<file path="src/rtl/if_stage_if.sv">
// Bus bundle between the fetch stage and the rest of the core / instruction memory.
// The slave modport is the fetch stage's view; the master modport is the surrounding core.
interface if_stage_if #(
  parameter int unsigned DATA_WIDTH = 32
);
  logic                  stall;
  logic                  branch_taken;
  logic [DATA_WIDTH-1:0] branch_target;
  logic                  env_exception;
  logic                  bp_exception;
  logic                  mret_req;
  logic                  dbg_resume;
  logic [DATA_WIDTH-1:0] dbg_resume_pc;
  logic [DATA_WIDTH-1:0] imem_addr;
  logic [DATA_WIDTH-1:0] imem_rdata;
  logic [DATA_WIDTH-1:0] ifid_pc;
  logic [DATA_WIDTH-1:0] ifid_pc4;
  logic [DATA_WIDTH-1:0] ifid_instr;
  logic                  ifid_valid;
  logic [DATA_WIDTH-1:0] epc;
  logic                  fetch_misalign;
  logic                  halted;
  logic [31:0]           perf_stall_cnt;
  logic [31:0]           perf_flush_cnt;

  modport slave (
    input  stall, branch_taken, branch_target, env_exception, bp_exception, mret_req,
           dbg_resume, dbg_resume_pc, imem_rdata,
    output imem_addr, ifid_pc, ifid_pc4, ifid_instr, ifid_valid, epc, fetch_misalign,
           halted, perf_stall_cnt, perf_flush_cnt
  );

  modport master (
    output stall, branch_taken, branch_target, env_exception, bp_exception, mret_req,
           dbg_resume, dbg_resume_pc, imem_rdata,
    input  imem_addr, ifid_pc, ifid_pc4, ifid_instr, ifid_valid, epc, fetch_misalign,
           halted, perf_stall_cnt, perf_flush_cnt
  );
endinterface

</file>
<file path="src/rtl/if_stage.sv">
// rv32i fetch stage with IF/ID register, trap/mret redirect and debug HALT on ebreak.
// Optional stall/flush performance counters are built when IF_PERF_CNT_EN is defined.
module if_stage #(
  parameter int unsigned           DATA_WIDTH = 32,
  parameter logic [DATA_WIDTH-1:0] RESET_PC   = 32'h0000_0000,
  parameter logic [DATA_WIDTH-1:0] TRAP_VEC   = 32'h0000_0100,
  parameter logic [DATA_WIDTH-1:0] NOP_INSTR  = 32'h0000_0013
) (
  input  logic        clk,
  input  logic        rst_n,
  if_stage_if.slave   bus
);

  typedef enum logic [0:0] {StRun, StHalt} state_e;

  localparam logic [DATA_WIDTH-1:0] PcStep    = DATA_WIDTH'(4);
  localparam logic [DATA_WIDTH-1:0] AlignMask = ~DATA_WIDTH'(3);

  state_e                r_state;
  logic                  r_halted;
  logic [DATA_WIDTH-1:0] r_pc;
  logic [DATA_WIDTH-1:0] r_ifid_pc;
  logic [DATA_WIDTH-1:0] r_ifid_pc4;
  logic [DATA_WIDTH-1:0] r_ifid_instr;
  logic                  r_ifid_valid;
  logic [DATA_WIDTH-1:0] r_epc;
  logic                  r_fetch_misalign;

  logic [DATA_WIDTH-1:0] w_pc_plus4;
  logic [DATA_WIDTH-1:0] w_branch_pc;
  logic [DATA_WIDTH-1:0] w_resume_pc;
  logic                  w_branch_misalign;
  logic                  w_run;
  logic                  w_run_flush;
  logic                  w_run_stall;

  assign w_pc_plus4        = r_pc + PcStep;
  assign w_branch_pc       = bus.branch_target & AlignMask;
  assign w_resume_pc       = bus.dbg_resume_pc & AlignMask;
  assign w_branch_misalign = (bus.branch_target[1:0] != 2'b00);

  // Qualified events in RUN, already resolved against higher-priority requests.
  assign w_run       = (r_state == StRun);
  assign w_run_flush = w_run && !bus.bp_exception &&
                       (bus.env_exception || bus.mret_req || bus.branch_taken);
  assign w_run_stall = w_run && !bus.bp_exception && !bus.env_exception &&
                       !bus.mret_req && !bus.branch_taken && bus.stall;

  always_ff @(posedge clk or negedge rst_n) begin
    if (!rst_n) begin
      r_state          <= StRun;
      r_halted         <= 1'b0;
      r_pc             <= RESET_PC;
      r_ifid_pc        <= '0;
      r_ifid_pc4       <= PcStep;
      r_ifid_instr     <= NOP_INSTR;
      r_ifid_valid     <= 1'b0;
      r_epc            <= '0;
      r_fetch_misalign <= 1'b0;
    end else begin
      unique case (r_state)
        StRun: begin
          if (bus.bp_exception) begin
            r_state      <= StHalt;
            r_halted     <= 1'b1;
            r_ifid_instr <= NOP_INSTR;
            r_ifid_valid <= 1'b0;
          end else if (bus.env_exception) begin
            r_pc         <= TRAP_VEC;
            r_epc        <= r_ifid_pc;
            r_ifid_instr <= NOP_INSTR;
            r_ifid_valid <= 1'b0;
          end else if (bus.mret_req) begin
            r_pc         <= r_epc;
            r_ifid_instr <= NOP_INSTR;
            r_ifid_valid <= 1'b0;
          end else if (bus.branch_taken) begin
            // Redirect beats a concurrent stall: the stalled instruction is squashed anyway.
            r_pc             <= w_branch_pc;
            r_fetch_misalign <= r_fetch_misalign | w_branch_misalign;
            r_ifid_instr     <= NOP_INSTR;
            r_ifid_valid     <= 1'b0;
          end else if (!bus.stall) begin
            r_ifid_pc    <= r_pc;
            r_ifid_pc4   <= w_pc_plus4;
            r_ifid_instr <= bus.imem_rdata;
            r_ifid_valid <= 1'b1;
            r_pc         <= w_pc_plus4;
          end
        end
        StHalt: begin
          r_ifid_instr <= NOP_INSTR;
          r_ifid_valid <= 1'b0;
          if (bus.dbg_resume) begin
            r_state  <= StRun;
            r_halted <= 1'b0;
            r_pc     <= w_resume_pc;
          end
        end
        default: begin
          r_state  <= StRun;
          r_halted <= 1'b0;
        end
      endcase
    end
  end

`ifdef IF_PERF_CNT_EN
  logic [31:0] r_perf_stall_cnt;
  logic [31:0] r_perf_flush_cnt;

  always_ff @(posedge clk or negedge rst_n) begin
    if (!rst_n) begin
      r_perf_stall_cnt <= '0;
      r_perf_flush_cnt <= '0;
    end else begin
      if (w_run_stall) r_perf_stall_cnt <= r_perf_stall_cnt + 32'd1;
      if (w_run_flush) r_perf_flush_cnt <= r_perf_flush_cnt + 32'd1;
    end
  end

  assign bus.perf_stall_cnt = r_perf_stall_cnt;
  assign bus.perf_flush_cnt = r_perf_flush_cnt;
`else
  logic w_perf_unused;
  assign w_perf_unused      = w_run_stall ^ w_run_flush;
  assign bus.perf_stall_cnt = 32'h0;
  assign bus.perf_flush_cnt = 32'h0;
`endif

  assign bus.imem_addr      = r_pc;
  assign bus.ifid_pc        = r_ifid_pc;
  assign bus.ifid_pc4       = r_ifid_pc4;
  assign bus.ifid_instr     = r_ifid_instr;
  assign bus.ifid_valid     = r_ifid_valid;
  assign bus.epc            = r_epc;
  assign bus.fetch_misalign = r_fetch_misalign;
  assign bus.halted         = r_halted;

endmodule
</file>
<file path="src/flat_wrapper.sv">
// flat-port wrapper written by rule: the top's interface ports become plain ports
module if_stage_flat 
#(
  parameter int unsigned           DATA_WIDTH = 32,
  parameter logic [DATA_WIDTH-1:0] RESET_PC   = 32'h0000_0000,
  parameter logic [DATA_WIDTH-1:0] TRAP_VEC   = 32'h0000_0100,
  parameter logic [DATA_WIDTH-1:0] NOP_INSTR  = 32'h0000_0013
)
  (clk, rst_n, bus_stall, bus_branch_taken, bus_branch_target, bus_env_exception, bus_bp_exception, bus_mret_req, bus_dbg_resume, bus_dbg_resume_pc, bus_imem_rdata, bus_imem_addr, bus_ifid_pc, bus_ifid_pc4, bus_ifid_instr, bus_ifid_valid, bus_epc, bus_fetch_misalign, bus_halted, bus_perf_stall_cnt, bus_perf_flush_cnt);
  if_stage_if #(.DATA_WIDTH(DATA_WIDTH)) bus_i ();
  input  logic clk;
  input  logic rst_n;
  input wire logic [$bits(bus_i.stall)-1:0] bus_stall;
  input wire logic [$bits(bus_i.branch_taken)-1:0] bus_branch_taken;
  input wire logic [$bits(bus_i.branch_target)-1:0] bus_branch_target;
  input wire logic [$bits(bus_i.env_exception)-1:0] bus_env_exception;
  input wire logic [$bits(bus_i.bp_exception)-1:0] bus_bp_exception;
  input wire logic [$bits(bus_i.mret_req)-1:0] bus_mret_req;
  input wire logic [$bits(bus_i.dbg_resume)-1:0] bus_dbg_resume;
  input wire logic [$bits(bus_i.dbg_resume_pc)-1:0] bus_dbg_resume_pc;
  input wire logic [$bits(bus_i.imem_rdata)-1:0] bus_imem_rdata;
  output wire logic [$bits(bus_i.imem_addr)-1:0] bus_imem_addr;
  output wire logic [$bits(bus_i.ifid_pc)-1:0] bus_ifid_pc;
  output wire logic [$bits(bus_i.ifid_pc4)-1:0] bus_ifid_pc4;
  output wire logic [$bits(bus_i.ifid_instr)-1:0] bus_ifid_instr;
  output wire logic [$bits(bus_i.ifid_valid)-1:0] bus_ifid_valid;
  output wire logic [$bits(bus_i.epc)-1:0] bus_epc;
  output wire logic [$bits(bus_i.fetch_misalign)-1:0] bus_fetch_misalign;
  output wire logic [$bits(bus_i.halted)-1:0] bus_halted;
  output wire logic [$bits(bus_i.perf_stall_cnt)-1:0] bus_perf_stall_cnt;
  output wire logic [$bits(bus_i.perf_flush_cnt)-1:0] bus_perf_flush_cnt;
  assign bus_i.stall = bus_stall;
  assign bus_i.branch_taken = bus_branch_taken;
  assign bus_i.branch_target = bus_branch_target;
  assign bus_i.env_exception = bus_env_exception;
  assign bus_i.bp_exception = bus_bp_exception;
  assign bus_i.mret_req = bus_mret_req;
  assign bus_i.dbg_resume = bus_dbg_resume;
  assign bus_i.dbg_resume_pc = bus_dbg_resume_pc;
  assign bus_i.imem_rdata = bus_imem_rdata;
  assign bus_imem_addr = bus_i.imem_addr;
  assign bus_ifid_pc = bus_i.ifid_pc;
  assign bus_ifid_pc4 = bus_i.ifid_pc4;
  assign bus_ifid_instr = bus_i.ifid_instr;
  assign bus_ifid_valid = bus_i.ifid_valid;
  assign bus_epc = bus_i.epc;
  assign bus_fetch_misalign = bus_i.fetch_misalign;
  assign bus_halted = bus_i.halted;
  assign bus_perf_stall_cnt = bus_i.perf_stall_cnt;
  assign bus_perf_flush_cnt = bus_i.perf_flush_cnt;
  if_stage #(.DATA_WIDTH(DATA_WIDTH), .RESET_PC(RESET_PC), .TRAP_VEC(TRAP_VEC), .NOP_INSTR(NOP_INSTR)) u_core (.clk(clk), .rst_n(rst_n), .bus(bus_i));
endmodule
</file>
<file path="config.mk">
export PLATFORM = sky130hd
export DESIGN_NAME = if_stage_flat
export DESIGN_NICKNAME = d
export VERILOG_FILES = /design/src/rtl/if_stage_if.sv /design/src/rtl/if_stage.sv /design/src/flat_wrapper.sv
export SDC_FILE = /design/constraint.sdc
export NUM_CORES = 1
export LEC_CHECK = 0
export BUFFER_PORTS_ARGS = -buffer_cell sky130_fd_sc_hd__clkbuf_2
export CORE_MARGIN = 5
export CORE_UTILIZATION = 49
export CTS_CLUSTER_DIAMETER = 200
export DETAILED_ROUTE_END_ITERATION = 16
export PLACE_DENSITY = 0.87
export SYNTH_ARGS = -nofsm -noshare
export SYNTH_HDL_FRONTEND = slang
export SYNTH_SLANG_ARGS = --single-unit
</file>
<file path="constraint.sdc">
create_clock -name clk -period 2.2 [get_ports clk]
set_input_delay 0.44 -clock clk [delete_from_list [all_inputs] [get_ports clk]]
set_output_delay 0.44 -clock clk [all_outputs]
set_load 0.01 [all_outputs]
</file>
==> metrics.md <==
| Metric | Value |
|---|---|
| # clock sinks | 162 |
| Hold Crit Start | bus_imem_rdata[5] |
| Worst r2r src | u_core.r_state |
| # Post-CTS Setup Buffers | 0 |
| Critical path fanouts, max | 22 |
| Synth cell types | 63 |
| Initial antenna violation count | 1 |
| Fin. max-slew vios | 0 |
| Critical path type | reg2reg |
| Top_reg_cell synth | dfrtp_1 |
| CP Launch Point | u_core.r_state |
| Via/cell ratio | 5.64 |
| Site row count | 46 |
| Die H | about 140 um |
| Post-detailed-route count of antenna-violating nets | 0 |
| WL/cell | just over 20 um |
| Register area | 0.00406 mm2 |
| Post-layout power | 10.4 mW |
| CP Data Required Time | approximately 2.6 ns |
| Worst-skew pair later-pin latency | 0.42 ns |
| M1 GR Usage | 0.360 |
| Layout Skew | 0.00859 ns |
| Placement Setup Slack | 0.0616 ns |
| Global-route wire length before repair | 41400 um |
| Largest net degree at the start of global routing | 56 |
| Crit path capture | u_core.bus.imem_addr[14] |
| Final min period | 2.07 ns |
| Outcome | finished clean |
| Core ar. | 0.0160 mm2 |
| Async SR Flop Fraction | 1.00 |
| Synth Register Bits | approximately 160 |
| Synthesized area | 0.00803 mm2 |
| Starting Density | 0.502 |
| Total track usage | 0.272 |
| Area of the multi-input gates | ~0.0034 mm2 |
| Sequential area share after synthesis | 0.505 |
| Final worst path period share | 0.939 |
| Gr busiest metal | met2 |
| Total negative slack | 0 ns |
| Worst path max stage delay | 0.56 ns |
| Nets | 1189 |
| Post-synth EDFFs | 0 |
| Worst vdd ir | 0.592 mV |
| Fin worst setup slack | roughly 0.13 ns |
| Slew Limit Headroom | 0.588 |
| Fill cell count | 1324 |
| TritonCTS Buffers | 17 |
| M3 GR Usage | 0.0707 |
| Synthesis-to-layout area growth | 27.8% |
| Worst Hold Class | in2reg |
| Die width | 138 um |
| Slowest-stage cell, CP | or4_4 |
| Worst Setup End Kind | flip-flop |
| Htree depth | 4 |
| Worst R2R Path Depth | 6 |
| Cell repeated most along the worst path | buf_4 |
| Clock-pin slew on the worst setup and hold paths | 0.06 ns |
| Post-Syn Instances | 814 |
| Met2 Usage GRT | 0.438 |
| Residual DRC count | 0 |
| Input/output buffers | about 260 |
| Placed cell areas | 0.00958 mm2 |
| Pleak | 5.35 nW |
| Synth Warn # | 0 |
| Final setup violation count | 0 |
| Unrepaired setup endpoints after global routing | no |
| CTS root buf | clkbuf_16 |
| Final hold vios | 0 |
| Reg2Reg Setup Slack | 0.13 ns |
| Highest clock rate | 0.484 GHz |
| Layout cells sized above 1 | 0.359 |
| Initial DRC Count | 686 |
| Startpoint types | flip-flop |
| Max Cap Violations | 0 |
| CTS tree | done |
| Total gr overflow | 0 |
| DR pass1 iterations | 5 |
| R2r endpoint | u_core.bus.imem_addr[14] |
| Routed vias | between 7000 and 8000 |
| CTS max path bufs | 2 |
| Critical-path cell list | or4_4, buf_4, nor3_4, buf_4, nand2_1, nand3_1 |
| Final wirelength | 26700 um |
| CP Data Arrival Time | 2.42 ns |
| Die area | 0.0190 mm2 |
| Worst-Margin Slew | 0.613 ns |
| Pwr dens | between 1000 and 1500 mW/mm2 |
| Final RePlAce weighted congestion | between 0.9 and 1 |
| Detailed Place HPWL | ~20000 um |
| IO Pins | approximately 330 |
| Synthesized area per cell | slightly below 10 um2 |
| Vias in the first global route | 7065 |
| Fin area | just over 0.01 mm2 |
[worst min path at each step]
stage / to / slack [ns] / cells after the start
2_1_floorplan: u_core.bus.epc[0] / 0.14 / 0
3_3_place_gp: u_core.bus.ifid_pc[7] / 0.30 / 1
3_5_place_dp: u_core.bus.ifid_pc[7] / 0.30 / 1
4_1_cts: u_core.bus.ifid_instr[5] / 0.24 / 2
5_1_grt: u_core.bus.ifid_instr[17] / 0.24 / 2
6_report: u_core.bus.ifid_instr[5] / 0.25 / 2
[Yosys cell counts (4+ instances only)]
master,n,share of area
nand2_1,170,0.079
dfrtp_1,158,0.49
buf_4,68,0.064
o21ai_0,50,0.031
a22o_1,38,0.041
clkbuf_1,35,0.016
mux2_2,33,0.046
nor2_1,24,0.011
a21oi_1,21,0.013
xor2_1,21,0.023
nand3_1,17,0.011
nand4_1,15,0.012
buf_2,14,0.0087
a22oi_1,13,0.012
and3_1,9,0.0070
o22ai_1,8,0.0062
mux2i_1,7,0.0087
xnor2_1,7,0.0076
inv_1,6,0.0028
nor3_1,6,0.0037
a21o_1,5,0.0047
a31oi_1,5,0.0039
buf_1,5,0.0023
o311ai_1,5,0.0055
a221oi_1,4,0.0044
and2_1,4,0.0031
dfstp_2,4,0.013
o211ai_1,4,0.0037
o22a_1,4,0.0044
[sequential cells by signal, indices dropped and copies added (netlist names)]
name and flops:
u_core.bus.fetch_misalign 1, u_core.bus.ifid_instr 32, u_core.bus.halted 1, u_core.bus.ifid_valid 1, u_core.bus.epc 32, u_core.bus.imem_addr 32, u_core.bus.ifid_pc 30, u_core.r_state 1
u_core.bus.ifid_pc4 32
[metrics by stage]
stage | std cells | utilization | hold slack [ns]
2_1_floorplan | 877 | - | 0.144
3_3_place_gp | 1280 | 0.599 | 0.295
3_5_place_dp | 1280 | 0.599 | 0.297
4_1_cts | 1313 | 0.640 | 0.237
5_1_grt | 1314 | 0.641 | 0.244
6_report | 1314 | 0.641 | 0.251
[per-layer routing]
metal  vias to the layer above  share of wire
met3                        51           0.10
met5                         -              0
met1                      3584           0.40
li1                       3291              -
met2                       479           0.47
met4                         0          0.025
[layout by cell type (no fill, tap or decap), drive strengths merged, types with 24 or more instances in the layout]
master	netlist	layout
nor2	24	24
buf	90	50
nand2	170	170
mux2	33	33
a22o	38	38
conb	1	64
dfrtp	158	158
o21ai	52	52
clkbuf	36	284
[cell type report]
cell class | instances | area share
repair buffers | 314 | 0.176
inverters | 6 | 0.00220
diodes | 1 | 0.000244
clock inverters | 11 | 0.0171
multi-input cells | 583 | 0.335
well taps | 216 | 0.0263
clock buffers | 21 | 0.0468
flip-flops and latches | 162 | 0.396
[critical path: cells and delay by family (launching register included)]
family | cells | cell delay [ns]
DFF | 1 | 0.45
buffers and inverters | 2 | 0.53
and+or+nand+nor | 4 | 0.99
[kinds of logic (layout without fill, tap and decap cells)]
logic type	Yosys count	after routing	synth area share
AND/OR/NAND/NOR	263	263	0.145
AO/OA/AOI/OAI	187	187	0.163
multiplexers	40	40	0.0550
buffers and inverters	132	352	0.0986
adder cells (fa/ha/maj)	1	1	0.00156
XOR/XNOR	28	28	0.0305
flip-flops	162	162	0.505
other	1	65	0.000467
[report_power, final]
part           internal (mW)  switching, mW
sequential              3.62          0.607
clock                   2.03           1.22
combinational           1.22           1.69
total                   6.87           3.51
[what timing repair did]
item	in CTS	in global routing
endpoints found under the hold margin	15	0
resized for setup	0	3
hold buffers	1	0
setup endpoints to repair	0	13
(Power assumes the default switching activity.)
